==> src/rtl/zone_scan_ctrl_pkg.sv <==
// -----------------------------------------------------------------------------
// zone_scan_ctrl_pkg
//   Shared definitions for the zone scan controller:
//     - state_e      : scan FSM states
//     - W1/W2/W3     : left-shift weights applied for judge1/judge2/judge3 hits
//     - ACC_W/PIX_W  : accumulator and pixel widths
//     - LED_W/POS_W  : LED level and row/column position widths
//     - sat_add()    : unsigned add that sticks at all-ones instead of wrapping
// -----------------------------------------------------------------------------
package zone_scan_ctrl_pkg;

    typedef enum logic [2:0] {
        ST_IDLE = 3'd0,
        ST_REQ  = 3'd1,
        ST_WAIT = 3'd2,
        ST_ACC  = 3'd3,
        ST_DONE = 3'd4
    } state_e;

    localparam int W1 = 2;
    localparam int W2 = 1;
    localparam int W3 = 0;

    localparam int ACC_W = 16;
    localparam int PIX_W = 8;
    localparam int LED_W = 8;
    localparam int POS_W = 7;

    // The carry-out of the widened sum tells us the true result no longer fits.
    function automatic logic [ACC_W-1:0] sat_add(input logic [ACC_W-1:0] a,
                                                 input logic [ACC_W-1:0] b);
        logic [ACC_W:0] s;
        s = {1'b0, a} + {1'b0, b};
        return s[ACC_W] ? {ACC_W{1'b1}} : s[ACC_W-1:0];
    endfunction

endpackage

==> src/rtl/zone_acc.sv <==
// -----------------------------------------------------------------------------
// zone_acc
//   Weighted, saturating luma accumulator used by zone_scan_ctrl.
//   A pixel and its three zone flags are captured together, then a later
//   accumulate strobe adds the weighted pixel into a 16-bit saturating sum.
//
// Ports
//   clk_i          clock (rising edge)
//   rst_i          synchronous active-high reset, clears the accumulator
//   clr_i          clear the accumulator (start of a scan)
//   cap_i          capture pix_i and the judge flags
//   acc_en_i       add the weighted captured pixel into the accumulator
//   pix_i          block luma
//   j1_i/j2_i/j3_i zone flags; j1 has the highest priority
//   level_next_o   LED level derived from the accumulator value that will be
//                  registered on this edge: min(acc >> OUT_SHIFT, 255)
// -----------------------------------------------------------------------------
module zone_acc
    import zone_scan_ctrl_pkg::*;
#(
    parameter int OUT_SHIFT = 4
) (
    input  logic             clk_i,
    input  logic             rst_i,
    input  logic             clr_i,
    input  logic             cap_i,
    input  logic             acc_en_i,
    input  logic [PIX_W-1:0] pix_i,
    input  logic             j1_i,
    input  logic             j2_i,
    input  logic             j3_i,
    output logic [LED_W-1:0] level_next_o
);

    logic [PIX_W-1:0] pix_q;
    logic [2:0]       jdg_q;
    logic [ACC_W-1:0] acc_q;
    logic [ACC_W-1:0] acc_d;
    logic [ACC_W-1:0] pix_ext;
    logic [ACC_W-1:0] contrib;
    logic [ACC_W-1:0] shifted;

    // Capture registers hold pure data and need no reset.
    always_ff @(posedge clk_i) begin
        if (cap_i) begin
            pix_q <= pix_i;
            jdg_q <= {j3_i, j2_i, j1_i};
        end
    end

    always_comb begin
        pix_ext = {{(ACC_W-PIX_W){1'b0}}, pix_q};
        contrib = '0;
        if (jdg_q[0]) begin
            contrib = pix_ext << W1;
        end else if (jdg_q[1]) begin
            contrib = pix_ext << W2;
        end else if (jdg_q[2]) begin
            contrib = pix_ext << W3;
        end
    end

    always_comb begin
        acc_d = acc_q;
        if (clr_i) begin
            acc_d = '0;
        end else if (acc_en_i) begin
            acc_d = sat_add(acc_q, contrib);
        end
    end

    always_ff @(posedge clk_i) begin
        if (rst_i) begin
            acc_q <= '0;
        end else begin
            acc_q <= acc_d;
        end
    end

    // Level is taken from acc_d so the controller can load the LED register
    // on the same edge that the final contribution lands.
    always_comb begin
        shifted = acc_d >> OUT_SHIFT;
        if (|shifted[ACC_W-1:LED_W]) begin
            level_next_o = {LED_W{1'b1}};
        end else begin
            level_next_o = shifted[LED_W-1:0];
        end
    end

endmodule

==> src/rtl/zone_scan_ctrl.sv <==
// -----------------------------------------------------------------------------
// zone_scan_ctrl
//   Scans a ROWS x SCAN_COLS grid of blocks. For each cell it requests the
//   block luma, waits (without timeout) for it, weights it by the external
//   zone judges and accumulates it. After the last cell the LED level is
//   updated from the accumulator and done pulses for one cycle.
//
// Ports
//   clk                 clock (rising edge)
//   rst                 synchronous active-high reset
//   start               one-cycle pulse; accepted only when idle
//   row_now/col_now     current cell, 1-based, driven to the area judges
//   judge1..judge3      combinational zone flags for row_now/col_now
//   pix_req             one-cycle request for the luma of the current cell
//   pix_valid/pix_data  luma response; only honoured while waiting
//   busy                high in every non-idle state
//   done                one-cycle pulse when led_level has been updated
//   led_level           LED drive level, held between scans
// -----------------------------------------------------------------------------
module zone_scan_ctrl
    import zone_scan_ctrl_pkg::*;
#(
    parameter int ROWS      = 24,
    parameter int SCAN_COLS = 3,
    parameter int OUT_SHIFT = 4
) (
    input  logic             clk,
    input  logic             rst,
    input  logic             start,
    output logic [POS_W-1:0] row_now,
    output logic [POS_W-1:0] col_now,
    input  logic             judge1,
    input  logic             judge2,
    input  logic             judge3,
    output logic             pix_req,
    input  logic             pix_valid,
    input  logic [PIX_W-1:0] pix_data,
    output logic             busy,
    output logic             done,
    output logic [LED_W-1:0] led_level
);

    localparam logic [POS_W-1:0] LAST_ROW = POS_W'(ROWS);
    localparam logic [POS_W-1:0] LAST_COL = POS_W'(SCAN_COLS);

    state_e           state_q, state_d;
    logic [POS_W-1:0] row_q, row_d;
    logic [POS_W-1:0] col_q, col_d;
    logic [LED_W-1:0] led_q, led_d;

    logic             acc_clr;
    logic             acc_cap;
    logic             acc_en;
    logic [LED_W-1:0] level_next;

    zone_acc #(
        .OUT_SHIFT (OUT_SHIFT)
    ) u_acc (
        .clk_i        (clk),
        .rst_i        (rst),
        .clr_i        (acc_clr),
        .cap_i        (acc_cap),
        .acc_en_i     (acc_en),
        .pix_i        (pix_data),
        .j1_i         (judge1),
        .j2_i         (judge2),
        .j3_i         (judge3),
        .level_next_o (level_next)
    );

    always_ff @(posedge clk) begin
        if (rst) begin
            state_q <= ST_IDLE;
            row_q   <= '0;
            col_q   <= '0;
            led_q   <= '0;
        end else begin
            state_q <= state_d;
            row_q   <= row_d;
            col_q   <= col_d;
            led_q   <= led_d;
        end
    end

    always_comb begin
        state_d = state_q;
        row_d   = row_q;
        col_d   = col_q;
        led_d   = led_q;
        acc_clr = 1'b0;
        acc_cap = 1'b0;
        acc_en  = 1'b0;
        pix_req = 1'b0;
        busy    = 1'b1;
        done    = 1'b0;

        case (state_q)
            ST_IDLE: begin
                busy = 1'b0;
                if (start) begin
                    acc_clr = 1'b1;
                    row_d   = POS_W'(1);
                    col_d   = POS_W'(1);
                    state_d = ST_REQ;
                end
            end

            ST_REQ: begin
                pix_req = 1'b1;
                state_d = ST_WAIT;
            end

            // Judges are sampled with the pixel so both describe the same cell.
            ST_WAIT: begin
                if (pix_valid) begin
                    acc_cap = 1'b1;
                    state_d = ST_ACC;
                end
            end

            ST_ACC: begin
                acc_en = 1'b1;
                if (col_q < LAST_COL) begin
                    col_d   = col_q + POS_W'(1);
                    state_d = ST_REQ;
                end else if (row_q < LAST_ROW) begin
                    col_d   = POS_W'(1);
                    row_d   = row_q + POS_W'(1);
                    state_d = ST_REQ;
                end else begin
                    // Last cell: the LED register picks up the final sum now,
                    // so led_level is already new while done is high.
                    led_d   = level_next;
                    state_d = ST_DONE;
                end
            end

            ST_DONE: begin
                done    = 1'b1;
                state_d = ST_IDLE;
            end

            default: begin
                state_d = ST_IDLE;
            end
        endcase
    end

    assign row_now   = row_q;
    assign col_now   = col_q;
    assign led_level = led_q;

endmodule

==> config.mk <==
export PLATFORM = sky130hd
export DESIGN_NAME = zone_scan_ctrl
export DESIGN_NICKNAME = d
export VERILOG_FILES = /design/src/rtl/zone_scan_ctrl_pkg.sv /design/src/rtl/zone_acc.sv /design/src/rtl/zone_scan_ctrl.sv
export SDC_FILE = /design/constraint.sdc
export NUM_CORES = 1
export LEC_CHECK = 0
export ABC_CLOCK_PERIOD_IN_PS = 4300
export BUFFER_PORTS_ARGS = -buffer_cell sky130_fd_sc_hd__buf_2
export CAP_MARGIN = 20
export CORE_MARGIN = 2
export CORE_UTILIZATION = 30
export DETAILED_ROUTE_END_ITERATION = 6
export HOLD_SLACK_MARGIN = 0.12
export PLACE_DENSITY = 0.45
export SKIP_LAST_GASP = 1
export SYNTH_ARGS = -nofsm -noshare
export SYNTH_HDL_FRONTEND = slang
export SYNTH_HIERARCHICAL = 1
export SYNTH_SLANG_ARGS = --single-unit
==> constraint.sdc <==
create_clock -name clk -period 4.3 [get_ports clk]
set_input_delay 0 -clock clk [delete_from_list [all_inputs] [get_ports clk]]
set_output_delay 0 -clock clk [all_outputs]
set_load 0.02 [all_outputs]
# ---- Yosys cells after proc, flatten, opt, wreduce, memory -nomap -nowiden
# Cells that the tools add are included.
dict set report totals {
  ram_bits 0
  latch_bits 0
  ff_bits 52
  memories 0
  elab_cells 59
  input_bits 15
  output_inout_bits 25
  romBits 0
}
dict set report classes {
  reduce_logical 8
  n_shift 0
  n_bitwise 2
  n_div 0
  n_mux 27
  n_mul 0
  n_lt_le_gt_ge 2
  eq_ne 9
  n_addsub 3
}
# op n
set ops {}
lappend ops {{two-way mux 16 bit} 5}
lappend ops {{two-way mux 7 bit} 5}
lappend ops {{one-hot mux 7 bit (2 select lines)} 2}
lappend ops {{adder 16 x 16 -> 17 bit} 1}
lappend ops {{two-way mux 8 bit} 2}
lappend ops {{adder 7 x 1 -> 7 bit, second input constant} 2}
lappend ops {{two-way mux 3 bit} 4}
lappend ops {{one-hot mux 3 bit (4 select lines)} 1}
lappend ops {{two-way mux 1 bit} 8}
lappend ops {{inequality test 2 bit, second input constant} 4}
lappend ops {{< comparator 7 x 2 -> 1 bit, second input constant} 1}
lappend ops {{< comparator 7 x 5 -> 1 bit, second input constant} 1}
lappend ops {{== test 3 x 2 -> 1 bit, second input constant} 2}
lappend ops {{AND reduction 3 bit} 2}
lappend ops {{AND reduction 4 bit} 1}
lappend ops {{OR reduction 4 bit} 1}
lappend ops {{== test 3 x 1 -> 1 bit, second input constant} 1}
lappend ops {{== test 3 bit, second input constant} 1}
lappend ops {{logical NOT 3 bit} 1}
lappend ops {{inequality test 3 bit, second input constant} 1}
lappend ops {{inverter 1 bit} 2}
lappend ops {{AND reduction 2 bit} 1}
lappend ops {{nonzero test 2 bit} 1}
lappend ops {{OR reduction 2 bit} 1}

# ---- Longest topological paths before layout
# Gate-level depths: netlist (run 1).
dict set report logic_depth {
  ltp_word 9
  mapped_depth 14
  ltp_nobuf 13
}

# ---- Cells and area by module
# The synthesis (run 1) kept the hierarchy.
# module n_inst cells_per_inst seq_area_each_um2 area_each_um2
set modules_own_cells {}
lappend modules_own_cells {zone_acc 1 218 650.6 1858.0}
lappend modules_own_cells {zone_scan_ctrl 1 110 500.5 1133.6}

# ---- Worst setup path before layout (run 1)
# No wires, ideal clock.
dict set report synth_path {
  path_kind {reg-to-reg}
  from {register u_acc.jdg_q[0]}
  to {register led_q[6] (netlist: led_level[6])}
  slack_ns 1.307
  setup_ns 0.128
  required_ns 4.172
  synth_period_minus_slack_ns 2.993
  path_stages_with_launch 14
  path_buffers 1
  arrival_ns 2.865
  path_cell_list {edfxtp_1 > clkbuf_1 > nor3_1 > ha_1 > inv_1 > fa_1 > nand3b_1 > a31oi_2 > o311a_2 > nand4_1 > a22oi_4 > a21oi_1 > mux2i_1 > nor2_1}
}
dict set report synth_via {
  elab_chain_cells 7
}
# item line
set synth_lines {}
lappend synth_lines {{from (decl)} zone_acc.sv:36} ;# logic [2:0] jdg_q;
lappend synth_lines {{from (signal assigned)} zone_acc.sv:47} ;# jdg_q <= {j3_i, j2_i, j1_i};
lappend synth_lines {{two-way mux 16 bit (*)} zone_acc.sv:54} ;# if (jdg_q[0]) begin
lappend synth_lines {{adder 16 x 16 -> 17 bit (*)} zone_scan_ctrl_pkg.sv:33} ;# s = {1'b0, a} + {1'b0, b};
lappend synth_lines {{two-way mux 16 bit (*)} zone_scan_ctrl_pkg.sv:34} ;# return s[ACC_W] ? {ACC_W{1'b1}} : s[ACC_W-1:0];
lappend synth_lines {{two-way mux 16 bit (*)} zone_acc.sv:67} ;# end else if (acc_en_i) begin
lappend synth_lines {{two-way mux 16 bit (*)} zone_acc.sv:65} ;# if (clr_i) begin
lappend synth_lines {{OR reduction 4 bit} zone_acc.sv:84} ;# if (|shifted[ACC_W-1:LED_W]) begin
lappend synth_lines {{two-way mux 8 bit (*)} zone_acc.sv:84}
lappend synth_lines {{named net level_next[6]} zone_scan_ctrl.sv:54} ;# logic [LED_W-1:0] level_next;
lappend synth_lines {{to (signal assigned)} zone_scan_ctrl.sv:81} ;# led_q <= led_d;
lappend synth_lines {{to (decl)} zone_scan_ctrl.sv:49} ;# logic [LED_W-1:0] led_q, led_d;
# The timed path passes the listed nets; every way through them passes the cells marked *.
# A chain may end at the register's enable or synchronous reset.

# ---- Final worst setup path (run 1)
dict set report layout_path {
  from {register u_acc.jdg_q[1]}
  to {register led_q[7] (netlist: led_level[7])}
}
dict set report layout_via {
  elab_chain_cells 8
}
# item line
set layout_lines {}
lappend layout_lines {{two-way mux 16 bit (*)} zone_acc.sv:56} ;# end else if (jdg_q[1]) begin
lappend layout_lines {{two-way mux 16 bit (*)} zone_acc.sv:54}
lappend layout_lines {{adder 16 x 16 -> 17 bit (*)} zone_scan_ctrl_pkg.sv:33}
lappend layout_lines {{two-way mux 16 bit (*)} zone_scan_ctrl_pkg.sv:34}
lappend layout_lines {{two-way mux 16 bit (*)} zone_acc.sv:67}
lappend layout_lines {{two-way mux 16 bit (*)} zone_acc.sv:65}
lappend layout_lines {{OR reduction 4 bit} zone_acc.sv:84}
lappend layout_lines {{two-way mux 8 bit (*)} zone_acc.sv:84}
lappend layout_lines {{named net level_next[7]} zone_scan_ctrl.sv:54}
# Marks and branches as above.

==> impl_metrics.csv, run 1 <==
group,metric,value,unit
global_route,grt_max_degree,24,
final_layout,final_cell_mix,"dfxtp_1 (41), buf_2 (39), nor2_1 (37), a21oi_1 (32), nand2_1 (30)",
sta,tns,0,ps
logic_synthesis,synth_flop_cell,"dfxtp_1",
die,fp.dieH,104,um
sta,relSlewSlack,31.9,%
worst_setup_path,max_stage_delay,560,ps
placement,place_area,3270,um^2
sta,maxSlewViolCount,0,
logic_synthesis,synth_area,2990,um^2
die,core_region_area,9730,um^2
logic_synthesis,netlist_instances,328,
job,drv_cap,0,
final_layout,antenna_cells,0,
pwr,finalPower,1.10,mW
worst_setup_path,cp-end-kind,"flop",
global_route,grt_pass1_vias,2418,
worst_hold_path,worstHoldPathType,"in2reg",
worst_setup_path,crit_family,"compound AO/OA/AOI/OAI gates",
cts,htree_num_levels,2,
worst_setup_path,r2r_cells,12,
cts,clkSlewWorstSetupHoldPaths,110,ps
logic_synthesis,synth.largest_area_cell,"dfxtp_1",
logic_synthesis,synth_nets,358,
detailed_routing,wl_per_cell,14.2,um
detailed_routing,drt_iter0_drc,104,
worst_setup_path,cp-start-kind,"flop",
sta,worstMarginPinSlew,1020,ps
worst_setup_path,cp_cell_sequence,"nor2b_1 > nand2_1 > a21o_1 > fa_1 > nand3b_1 > a31oi_2 > o311a_2 > nand4_1 > a22oi_4 > a21oi_1 > mux2i_1 > nor2_1",
logic_synthesis,ys_seq_area_share,38.5,%
die,start_util,30.7,%
sta,fin_skew,14.2,ps
pwr,power_density,312,nW/um^2
placement,hpwl,5320,um
die,die_width,104,um
worst_setup_path,reg2reg_slack,920,ps
detailed_routing,drc,0,
worst_setup_path,worstReg2RegEnd,"led_level[7]",
worst_setup_path,path_buf_inv,0,
cts,cts_sinks,52,
run_status,outcome,"finished, final reports clean",
worst_setup_path,cp.arrival,3570,ps
pwr,ir_drop,0.203,mV
detailed_routing,vias,2558,
final_layout,area_growth,17.5,%
detailed_routing,routed_wl,7170,um
detailed_routing,drtPass1Iterations,4,
cts,cts_made_buffers,5,
worst_hold_path,min_path_cells,5,
die,pin_count,40,
placement,gp_congestion,0.790,
final_layout,postLayoutCellArea,3520,um^2
worst_hold_path,min_to,"state_q[0]",
logic_synthesis,synth_edf_count,11,
worst_setup_path,cp.required,4490,ps
worst_setup_path,rr_startpoint,"u_acc/jdg_q[1]",
global_route,grt-ovfl-total,0,
worst_setup_path,slowest_stage,"edfxtp_1",
cts,clockRootBuffer,"clkbuf_8",
final_layout,final_common_cell,"dfxtp_1",
sta,setup_viol,0,
global_route,antenna_found_initial,0,
pwr,leakagePower,1.44,nW
die,die_area,10800,um^2
sta,fin_crit_sh,78.6,%
cts,cts_resized,0,
logic_synthesis,ys_seq_elements,52,
worst_hold_path,holdCritStartpoint,"start",
logic_synthesis,netlist.area_leader.share,27.4,%
placement,place.port_buffers,39,
global_route,grt_usage,13.4,%
sta,period_needed,3380,ps
final_layout,drive_gt1_share,18.8,%
die,row_count,36,
sta,fmax,296,MHz
cts,clk_latency,320,ps
cts,cts_buffer_depth,2,
logic_synthesis,yosys_warnings,6,
logic_synthesis,syn_area_per_cell,9.12,um^2
detailed_routing,ant_nets,0,
worst_setup_path,crit_type,"reg2reg",
logic_synthesis,synthArstFlopShare,0,%
logic_synthesis,synthTopCellsByArea,"dfxtp_1 (27%), edfxtp_1 (11%), ha_1 (5.9%)",
detailed_routing,routed_via_density,5.07,
sta,hold_viol,0,
worst_setup_path,cp_max_fo,13,
global_route,grt_pass1_wl,11900,um
logic_synthesis,ys_types,66,
cts,cts_tree,"built",
final_layout,layout.nets,401,
sta,rsz0062_at_grt,"false",
## Yosys cell counts, types with 3 or more instances
master and n:
nor3b_1 4, o21ai_0 14, nor3_1 11, o22ai_1 5, edfxtp_1 11, and3_1 3, a31oi_1 4, nand3_1 5
and2_1 5, xnor2_1 8, a21o_1 5, a22oi_1 3, a21oi_1 32, nor2_1 37, or3_1 3, clkbuf_1 10
nand2_1 30, inv_1 11, mux2i_1 12, a211oi_1 4, dfxtp_1 41, ha_1 14
## through the flow
stage	setup WS (ps)	std cells	utilization, %	hold WS (ps)
final	919	505	36.1	147
after CTS	858	504	36.0	147
after global routing	613	505	36.1	219
after floorplan	1310	328	-	98.9
after global placement	909	484	33.6	179
after detailed placement	881	484	33.6	179
## flip-flops by register name (all words and copies together) (netlist names)
register / count
u_acc/jdg_q: 3
u_acc/acc_q: 16
state_q: 3
row_now: 7
led_level: 8
col_now: 7
u_acc/pix_q: 8
## worst max path at each step
stage / end / cells after the start / slack [ps] / startpoint
final: led_level[7] / 12 / 920 / u_acc/jdg_q[1]
after global routing: led_level[7] / 12 / 610 / u_acc/jdg_q[1]
after CTS: led_level[6] / 12 / 860 / u_acc/jdg_q[1]
after detailed placement: led_level[7] / 12 / 880 / u_acc/jdg_q[1]
after global placement: led_level[7] / 12 / 910 / u_acc/jdg_q[1]
after floorplan: led_level[6] / 13 / 1310 / u_acc/jdg_q[0]
## per-layer routing
metal | wire, um | GRT usage [%] | vias to the layer above | part of all wire (%)
met5 | 0 | 0 | - | 0
met4 | 92 | 3.47 | 0 | 1.3
met3 | 252 | 2.69 | 8 | 3.5
met2 | 3430 | 22.2 | 38 | 48
met1 | 3400 | 17.9 | 1219 | 47
li1 | - | - | 1293 | -
## final cells by class
class	instances	area [um^2]
sequential	52	1150
clock inverter	2	20.0
fill	1058	6210
inverter	11	41.3
clock buffer	6	93.8
multi-input combinational	248	1710
tap	133	166
timing repair buffer	53	334
## timing repair
| action | in CTS | in global routing |
|---|---|---|
| endpoints found under the hold margin | 14 | 0 |
| buffers inserted | 0 | 0 |
| hold buffers | 12 | 0 |
## worst min-delay path, delay by kind of cell
family / cells / cell delay (ps)
buf+inv: 2 / 150
compound gates: 3 / 280
## kinds of logic (layout without fill, tap and decap cells)
family / Yosys count / count (layout) / synth area share, %
AOI/OAI and AO/OA: 97 / 97 / 24.0
xor gates and xnor gates: 10 / 10 / 2.93
adders and majority gates: 15 / 15 / 6.52
buffers and inverters: 28 / 72 / 4.39
DFF: 52 / 52 / 38.5
muxes: 12 / 12 / 4.02
and+or+nand+nor: 114 / 114 / 19.7
## report_power, final
part	total, mW	internal (mW)	leakage (nW)	switching, mW
clock	0.335	0.156	0.0589	0.178
sequential	0.551	0.520	0.431	0.0308
combinational	0.213	0.0855	0.947	0.127
total	1.10	0.762	1.44	0.337
Note: power is estimated with default switching activity, not from simulation.
==> inputs of run 2 (changes only) <==
--- a/config.mk
+++ b/config.mk
@@ -5,14 +5,14 @@
 export SDC_FILE = /design/constraint.sdc
 export NUM_CORES = 1
 export LEC_CHECK = 0
-export ABC_CLOCK_PERIOD_IN_PS = 4300
+export ABC_CLOCK_PERIOD_IN_PS = 2900
 export BUFFER_PORTS_ARGS = -buffer_cell sky130_fd_sc_hd__buf_2
 export CAP_MARGIN = 20
 export CORE_MARGIN = 2
 export CORE_UTILIZATION = 30
 export DETAILED_ROUTE_END_ITERATION = 6
 export HOLD_SLACK_MARGIN = 0.12
-export PLACE_DENSITY = 0.45
+export PLACE_DENSITY = 0.47
 export SKIP_LAST_GASP = 1
 export SYNTH_ARGS = -nofsm -noshare
 export SYNTH_HDL_FRONTEND = slang
==> constraint.sdc (replaced) <==
create_clock -name clk -period 2.9 [get_ports clk]
set_input_delay 0 -clock clk [delete_from_list [all_inputs] [get_ports clk]]
set_output_delay 0 -clock clk [all_outputs]
set_load 0.02 [all_outputs]
==> run 2 against run 1 <==
  * The flow now finishes with violations (negative setup slack)
  * Final cell count increased by 11%
  * Clock skew fell by 7.0 ps
  * Sequential cell count unchanged
  * Die area did not move
==> impl_metrics.csv, run 2 (synthesis gave the netlist of run 1 again) <==
group,metric,value,unit
sta,tns,-1060,ps
job,drv_cap,0,
sta,fin_crit_sh,105,%
global_route,grt_pass1_vias,2643,
cts,cts_sinks,52,
worst_setup_path,cp_max_fo,8,
sta,hold_viol,0,
placement,hpwl,5640,um
worst_setup_path,cp-start-kind,"flop",
cts,cts_made_buffers,5,
worst_setup_path,cp.arrival,3250,ps
die,pin_count,40,
detailed_routing,wl_per_cell,14.0,um
placement,place.port_buffers,39,
sta,setup_viol,8,
detailed_routing,vias,2688,
cts,clockRootBuffer,"clkbuf_8",
die,die_width,104,um
cts,cts_buffer_depth,2,
global_route,grt_max_degree,19,
sta,setup_slack,-143,ps
final_layout,largest_register,"u_acc/acc_q",
pwr,power_density,408,nW/um^2
detailed_routing,drtPass1Iterations,4,
placement,gp_congestion,0.811,
sta,rsz0062_at_grt,"true",
die,core_region_area,9730,um^2
worst_setup_path,crit_type,"reg2reg",
worst_setup_path,cp-end-kind,"flop",
die,row_count,36,
final_layout,fillerInstances,1017,
sta,fmax,329,MHz
final_layout,layout.nets,458,
sta,period_needed,3040,ps
sta,maxSlewViolCount,0,
worst_setup_path,rr_startpoint,"u_acc/jdg_q[1]",
sta,relSlewSlack,53.6,%
worst_hold_path,holdCritStartpoint,"start",
final_layout,antenna_cells,0,
cts,htree_num_levels,2,
placement,place_worst_setup_slack,-367,ps
run_status,outcome,"complete, but fails checks",
detailed_routing,drt_iter0_drc,73,
worst_setup_path,worstReg2RegEnd,"led_level[2]",
worst_setup_path,r2r_cells,14,
global_route,grt-ovfl-total,0,
placement,placedCellCount,531,
global_route,grt_usage,14.5,%
detailed_routing,routed_via_density,4.78,
detailed_routing,drc,0,
die,start_util,30.7,%
global_route,antenna_found_initial,0,
pwr,ir_drop,0.259,mV
global_route,grt_pass1_wl,12900,um
worst_setup_path,cp.required,3100,ps
cts,cts_tree,"built",
detailed_routing,ant_nets,0,
die,die_area,10800,um^2
final_layout,fin_cells,562,
detailed_routing,routed_wl,7850,um
die,fp.dieH,104,um
pwr,leakagePower,1.70,nW
final_layout,final_common_cell,"buf_4",
final_layout,largest_reg_flops,16,
worst_setup_path,cp-endpoint,"led_level[2]",
final_layout,area_growth,35.3,%
sta,worstMarginPinSlew,697,ps
cts,clkSlewWorstSetupHoldPaths,100,ps
cts,clk_latency,310,ps
run_status,violations,"negative setup slack",
worst_hold_path,worstHoldPathType,"in2reg",
worst_setup_path,reg2reg_slack,-140,ps
worst_setup_path,startpoint,"u_acc/jdg_q[1]",
final_layout,drive_gt1_share,33.3,%
sta,fin_skew,7.28,ps
final_layout,final_cell_mix,"buf_4 (55), dfxtp_1 (41), buf_2 (40), nor2_1 (37), nand2_1 (30)",
## run 2: cell types whose count changed in the layout (fill, tap and decap cells not counted), sizes merged
cell | previous run | this run
buf | 41 | 97
clkinv | 0 | 1
dlygate4sd3 | 12 | 13
inv | 13 | 12
## run 2: final cells by class
cell class / instances / area (um^2) / area share, %
Tap cell: 133 / 166 / 4.11
Clock inverter: 2 / 13.8 / 0.340
Inverter: 11 / 41.3 / 1.02
Sequential cell: 52 / 1150 / 28.4
Multi-Input combinational cell: 248 / 1830 / 45.2
Timing Repair Buffer: 110 / 774 / 19.1
Clock buffer: 6 / 72.6 / 1.79
## run 2: worst min path at each step
stage               slack [ps]              to  depth (start not counted)
floorplan                  100  u_acc/jdg_q[0]                          0
global placement           180  u_acc/jdg_q[0]                          1
detailed placement         180  u_acc/jdg_q[1]                          1
CTS                        150      state_q[0]                          5
global route               190      state_q[0]                          5
finish                     160      state_q[0]                          5
## run 2: power breakdown
group / internal [mW] / leakage (nW) / switching [mW]
Sequential: 0.771 / 0.431 / 0.0271
Clock: 0.173 / 0.0456 / 0.259
Combinational: 0.188 / 1.22 / 0.234
Total: 1.13 / 1.70 / 0.521
## run 2: per-layer routing
metal	part of all wire (%)	GRT usage (%)	up-vias
li1	-	-	1400
met1	49	19.0	1247
met2	48	25.7	34
met3	2.1	1.88	7
met4	0.96	2.70	0
met5	0	0	-
## run 2: repair_timing
| action | in CTS | in global routing |
|---|---|---|
| cloned | 1 | 0 |
| resized for setup | 19 | 9 |
| pin swaps | 9 | 4 |
| setup endpoints to repair | 9 | 20 |
| buffers inserted | 8 | 1 |
| hold endpoints to repair | 17 | 0 |
| hold buffers | 13 | 0 |
## run 2: through the flow
step	power [mW]	hold slack (ps)	utilization [%]	cell area, um^2
finish	1.65	157	41.6	4050
global route	1.75	194	41.6	4050
CTS	1.67	151	41.1	4000
detailed placement	1.20	178	37.3	3630
global placement	1.20	176	37.3	3630
floorplan	1.06	98.9	-	3000
## run 2: worst max-delay path: stages, from the launching register on
cell and delay, ps:
edfxtp_1 450, buf_6 170, nor3_4 150, ha_2 200, inv_2 40, fa_2 340
nand3b_1 230, a31oi_4 320, o311a_4 240, nand4_1 130, a22oi_4 250, buf_12 150
a21oi_1 60, mux2i_1 150, nor2_1 50
